`config.mk`:
```
export PLATFORM = sky130hd
export DESIGN_NAME = rf_write_arbiter
export DESIGN_NICKNAME = d
export VERILOG_FILES = /design/src/rtl/rf_write_arbiter.sv
export SDC_FILE = /design/constraint.sdc
export NUM_CORES = 1
export LEC_CHECK = 0
export CAP_MARGIN = 20
export CORE_ASPECT_RATIO = 0.75
export CORE_MARGIN = 2
export CORE_UTILIZATION = 60
export DETAILED_ROUTE_END_ITERATION = 16
export DONT_BUFFER_PORTS = 1
export GPL_TIMING_DRIVEN = 0
export PLACE_DENSITY = 0.75
export SYNTH_ARGS = -nofsm -noshare
export SYNTH_HDL_FRONTEND = slang
export SYNTH_SLANG_ARGS = --single-unit
```
`constraint.sdc`:
```
create_clock -name clk -period 1.9 [get_ports clk]
set_input_delay 0.19 -clock clk [delete_from_list [all_inputs] [get_ports clk]]
set_output_delay 0.19 -clock clk [all_outputs]
set_load 0.02 [all_outputs]
```
`src/rtl/rf_write_arbiter.sv`:
```
// Round-robin arbiter for the register bank's single write port, with a
// per-register pending-write scoreboard that decode uses to stall on RAW hazards.
module rf_write_arbiter #(
  parameter int DATA_W = 32,
  parameter int ADDR_W = 3
) (
  input  logic                   clk,
  input  logic                   reset,
  input  logic                   hold,
  input  logic                   req0_valid,
  input  logic [ADDR_W-1:0]      req0_addr,
  input  logic [DATA_W-1:0]      req0_data,
  output logic                   req0_ready,
  input  logic                   req1_valid,
  input  logic [ADDR_W-1:0]      req1_addr,
  input  logic [DATA_W-1:0]      req1_data,
  output logic                   req1_ready,
  input  logic                   reserve_valid,
  input  logic [ADDR_W-1:0]      reserve_addr,
  output logic                   reg_write,
  output logic [ADDR_W-1:0]      write_reg,
  output logic [DATA_W-1:0]      write_data,
  output logic [(1<<ADDR_W)-1:0] pending,
  output logic                   last_grant
);

  localparam int NREG = 1 << ADDR_W;

  // Handshake contract: a requester presents valid with stable addr/data and
  // holds them until it sees ready in the same cycle; valid && ready is the
  // transfer. ready is combinational and never depends on the requester's own
  // valid falling, and at most one ready is high per cycle.

  logic              r_reg_write;
  logic [ADDR_W-1:0] r_write_reg;
  logic [DATA_W-1:0] r_write_data;
  logic [NREG-1:0]   r_pending;
  logic              r_last_grant;

  logic              w_gnt0;
  logic              w_gnt1;
  logic              w_hs;
  logic [ADDR_W-1:0] w_addr;
  logic [DATA_W-1:0] w_data;
  logic              w_wr_nz;
  logic [NREG-1:0]   w_set_mask;
  logic [NREG-1:0]   w_clr_mask;
  logic [NREG-1:0]   w_pending_nxt;

  // Under contention the requester that did not win last time goes next.
  always_comb begin
    w_gnt0 = 1'b0;
    w_gnt1 = 1'b0;
    if (!hold) begin
      if (req0_valid && req1_valid) begin
        w_gnt0 = r_last_grant;
        w_gnt1 = !r_last_grant;
      end else begin
        w_gnt0 = req0_valid;
        w_gnt1 = req1_valid;
      end
    end
  end

  assign w_hs    = w_gnt0 | w_gnt1;
  assign w_addr  = w_gnt1 ? req1_addr : req0_addr;
  assign w_data  = w_gnt1 ? req1_data : req0_data;
  assign w_wr_nz = w_hs && (w_addr != '0);

  // Set is OR-ed after clear so a same-register reservation on the write edge
  // survives: it belongs to a newer instruction.
  always_comb begin
    w_set_mask = '0;
    w_clr_mask = '0;
    if (reserve_valid && (reserve_addr != '0))
      w_set_mask[reserve_addr] = 1'b1;
    if (w_wr_nz)
      w_clr_mask[w_addr] = 1'b1;
    w_pending_nxt    = (r_pending & ~w_clr_mask) | w_set_mask;
    w_pending_nxt[0] = 1'b0;
  end

  always_ff @(posedge clk or posedge reset) begin
    if (reset) begin
      r_reg_write  <= 1'b0;
      r_write_reg  <= '0;
      r_write_data <= '0;
      r_pending    <= '0;
      r_last_grant <= 1'b1;
    end else begin
      r_reg_write <= w_wr_nz;
      r_pending   <= w_pending_nxt;
      if (w_hs) begin
        r_write_reg  <= w_addr;
        r_write_data <= w_data;
        r_last_grant <= w_gnt1;
      end
    end
  end

  assign req0_ready = w_gnt0;
  assign req1_ready = w_gnt1;
  assign reg_write  = r_reg_write;
  assign write_reg  = r_write_reg;
  assign write_data = r_write_data;
  assign pending    = r_pending;
  assign last_grant = r_last_grant;

  a_one_ready: assert property (@(posedge clk) disable iff (reset)
    !(req0_ready && req1_ready));

  a_no_r0_pending: assert property (@(posedge clk) disable iff (reset)
    !pending[0]);

endmodule

```
==> results of run 1 <==
==> area by class of cell <==
| class | instances | area, um2 |
|---|---|---|
| well taps | 40 | 50.0 |
| plain buffers | 13 | 83.8 |
| clock buffers | 8 | 90.1 |
| inverters | 1 | 3.75 |
| flip-flops and latches | 44 | 1100 |
| multi-input cells | 161 | 980 |
| repair buffers | 1 | 10.0 |
| fillers | 275 | 1060 |
==> cell usage in the layout (no fill, tap or decap) <==
cell / n
o21bai_1: 1
mux2i_1: 37
dlygate4sd3_1: 1
o22ai_1: 2
nand2b_1: 8
clkbuf_1: 9
inv_2: 1
buf_4: 1
buf_6: 4
a32oi_1: 1
a21boi_0: 1
mux2_4: 1
nor3_1: 5
a21o_1: 1
clkbuf_8: 6
conb_1: 1
a21oi_1: 4
nand2_1: 40
dfrtp_1: 43
dfstp_2: 1
nor2_8: 1
nor2_1: 19
a21bo_4: 1
buf_2: 1
o21ai_0: 35
a31oi_1: 3
==> per-layer routing <==
metal	wire length, um	part of all wire	up-vias
li1	-	-	765
met1	1930	0.40	732
met5	0	0	-
met3	564	0.12	9
met4	69	0.014	0
met2	2260	0.47	103
==> critical path, cell delays in order (launching register included) <==
cell and delay [ns]:
dfstp_2 0.63, nand2b_1 0.15, nand2_1 0.07, nor2_1 0.31
==> kinds of logic after synthesis <==
logic type,after synthesis,share of synthesized area
and+or+nand+nor,73,0.146
AOI/OAI and AO/OA,49,0.126
DFF,44,0.508
muxes,38,0.178
buffers and inverters,14,0.0404
other,1,0.00173
==> what timing repair did <==
item / in CTS / in global routing
endpoints found under the setup margin: 0 / 0
hold buffers: 1 / 0
hold endpoints to repair: 33 / 0
==> metrics by stage <==
step / instances / total power [W] / setup slack [ns] / hold slack (ns)
floorplan: 219 / 0.00161 / 0.457 / 0.385
global placement: 259 / 0.00168 / 0.303 / 0.390
detailed placement: 259 / 0.00171 / 0.298 / 0.317
CTS: 268 / 0.00229 / 0.245 / 0.0964
global route: 268 / 0.00240 / 0.136 / 0.0944
finish: 268 / 0.00227 / 0.256 / 0.103
==> worst max-delay path by stage <==
stage                     from             end  slack [ns]  cells past startpoint
CTS                 last_grant      req0_ready        0.24                      3
global placement         reset  write_data[13]        0.30                      1
global route        last_grant      pending[7]        0.14                      4
floorplan           last_grant       reg_write        0.46                      5
finish              last_grant      req0_ready        0.26                      3
detailed placement  last_grant      pending[7]        0.30                      4
==> power by group through the flow <==
stage	sequential, W	clock [W]	combinational [W]
2_1_floorplan	0.00135	0	0.000262
3_3_place_gp	0.00138	0	0.000300
3_5_place_dp	0.00139	0	0.000321
4_1_cts	0.00137	0.000601	0.000320
5_1_grt	0.00138	0.000654	0.000367
6_report	0.00137	0.000586	0.000317
==> results.py, run 1 <==
metrics = {
    "floorplanning": {
        "die_w_um": 73.4,
        "ios": 126,
        "initial_core_util": 0.642,
        "core_area_mm2": 0.00338,
        "die_y_um": 56.1,
        "die_area_mm2": 0.00412,
        "rows": 18,
    },
    "global_routing": {
        "use_met1": 0.309,
        "use_met2": 0.377,
        "grt.busiest_layer": "met2",
        "grt_pass1_wl_mm": 7.56,
        "antenna_found_initial": 0,
        "grt_use_met3": 0.0996,
        "grt_pass1_vias": 1524,
        "grt_max_degree": 45,
        "track_usage": 0.244,
        "grt_overflow": 0,
    },
    "critical_path": {
        "worst-setup-path-type": "reg -> out",
        "worstSetupStartpointType": "register",
        "r2r-end": "pending[5]",
        "reg2reg_slack_ns": 0.26,
        "required_ns": 1.71,
        "r2r-start": "last_grant",
        "rr_worst_depth": 4,
        "worstPathArrival_ns": 1.45,
        "cp_max_fo": 5,
        "endpoint_kind": "output port",
    },
    "timing": {
        "final.setup_skew_ns": 0.00415,
        "hold_viol": 0,
        "fmax_mhz": 608,
        "drv_slew": 0,
        "finalSetupViolCount": 0,
        "period_minus_slack_ns": 1.64,
        "slew_headroom": 0.409,
        "post-route-period-util": 0.865,
        "grt_setup_unrepaired": "no",
        "max_slew.worst_pin.slew_ns": 0.885,
        "tns_ns": 0,
    },
    "clocking": {
        "cts_buffers": 5,
        "clock_latency_ns": 0.29,
        "cts_root_buffer": "clkbuf_8",
        "htree_levels": 2,
        "cts_sinks": 44,
        "cts.clk_slew.worst_paths_ns": 0.07,
        "cts.repair.resized": 0,
        "cts_tree": "built",
        "cts.path.max_buffers": 2,
        "cts_setup_buffers": 0,
    },
    "synthesis": {
        "synth.area.top_cells": "dfrtp_1, mux2i_1, o21ai_0",
        "synth_commonest_cells": "dfrtp_1, nand2_1, mux2i_1",
        "synthesis.nets": 298,
        "yosysWarnings": 0,
        "synthArstFlopShare": 1.00,
        "yosysTopAreaCell": "dfrtp_1",
        "synthFlopType": "dfrtp_1",
        "yosys.cell_count.top_type": "dfrtp_1",
        "syn_inst": 219,
        "synth_top_area_share": 0.496,
        "ys_seq_area_frac": 0.508,
        "synth_edf_count": 0,
        "ys_ff_latch": 44,
        "synth_cell_types": 24,
        "syn_area_mm2": 0.00217,
        "syn_avg_cell_area_um2": 9.91,
    },
    "cells_and_area": {
        "layout-drive-gt1-share": 0.0746,
        "utilization": 0.687,
        "final_area_mm2": 0.00232,
        "nets": 306,
        "syn2layout_area_growth_pct": 6.92,
        "antenna_cells": 0,
        "largest_reg_flops": 32,
    },
    "hold_path": {
        "whs_endpoint": "write_data[12]",
        "hold_depth": 2,
        "hold_path.class": "in -> reg",
        "hp-start": "req0_data[12]",
    },
    "power": {
        "power_density_mw_per_mm2": 979,
        "power_frac_clock": 0.258,
        "p_int_w": 0.00151,
        "pwr-share-seq": 0.602,
        "p_comb_frac": 0.140,
        "peakVddDrop_v": 0.000472,
        "cellLeakagePower_nw": 0.999,
        "switchingPower_w": 0.000758,
        "p_sw_frac": 0.334,
    },
    "run_status": {
        "outcome": "complete, no violations",
    },
    "placement": {
        "routabilityCongestion": 0.748,
        "postPlaceCellArea_mm2": 0.00222,
        "io_buffers": 0,
        "hpwl_mm": 3.75,
    },
    "routing": {
        "ant_nets": 0,
        "vias": 1609,
        "routedWlPerCell_um": 18.0,
        "first_pass_iters": 4,
        "vias_per_cell": 6.00,
        "drt_wl_total_mm": 4.83,
        "drc": 0,
        "initialDrtViolationCount": 94,
    },
    "flow_run": {
        "maxCapViolCount": 0,
    },
}
Power figures use the tool's default switching activity.
==> run 2, diff against run 1 <==
- CTS_CLUSTER_DIAMETER: unset -> 200
==> results of run 2 <==
Final layout, timing and power as in run 1 (identical DEF).
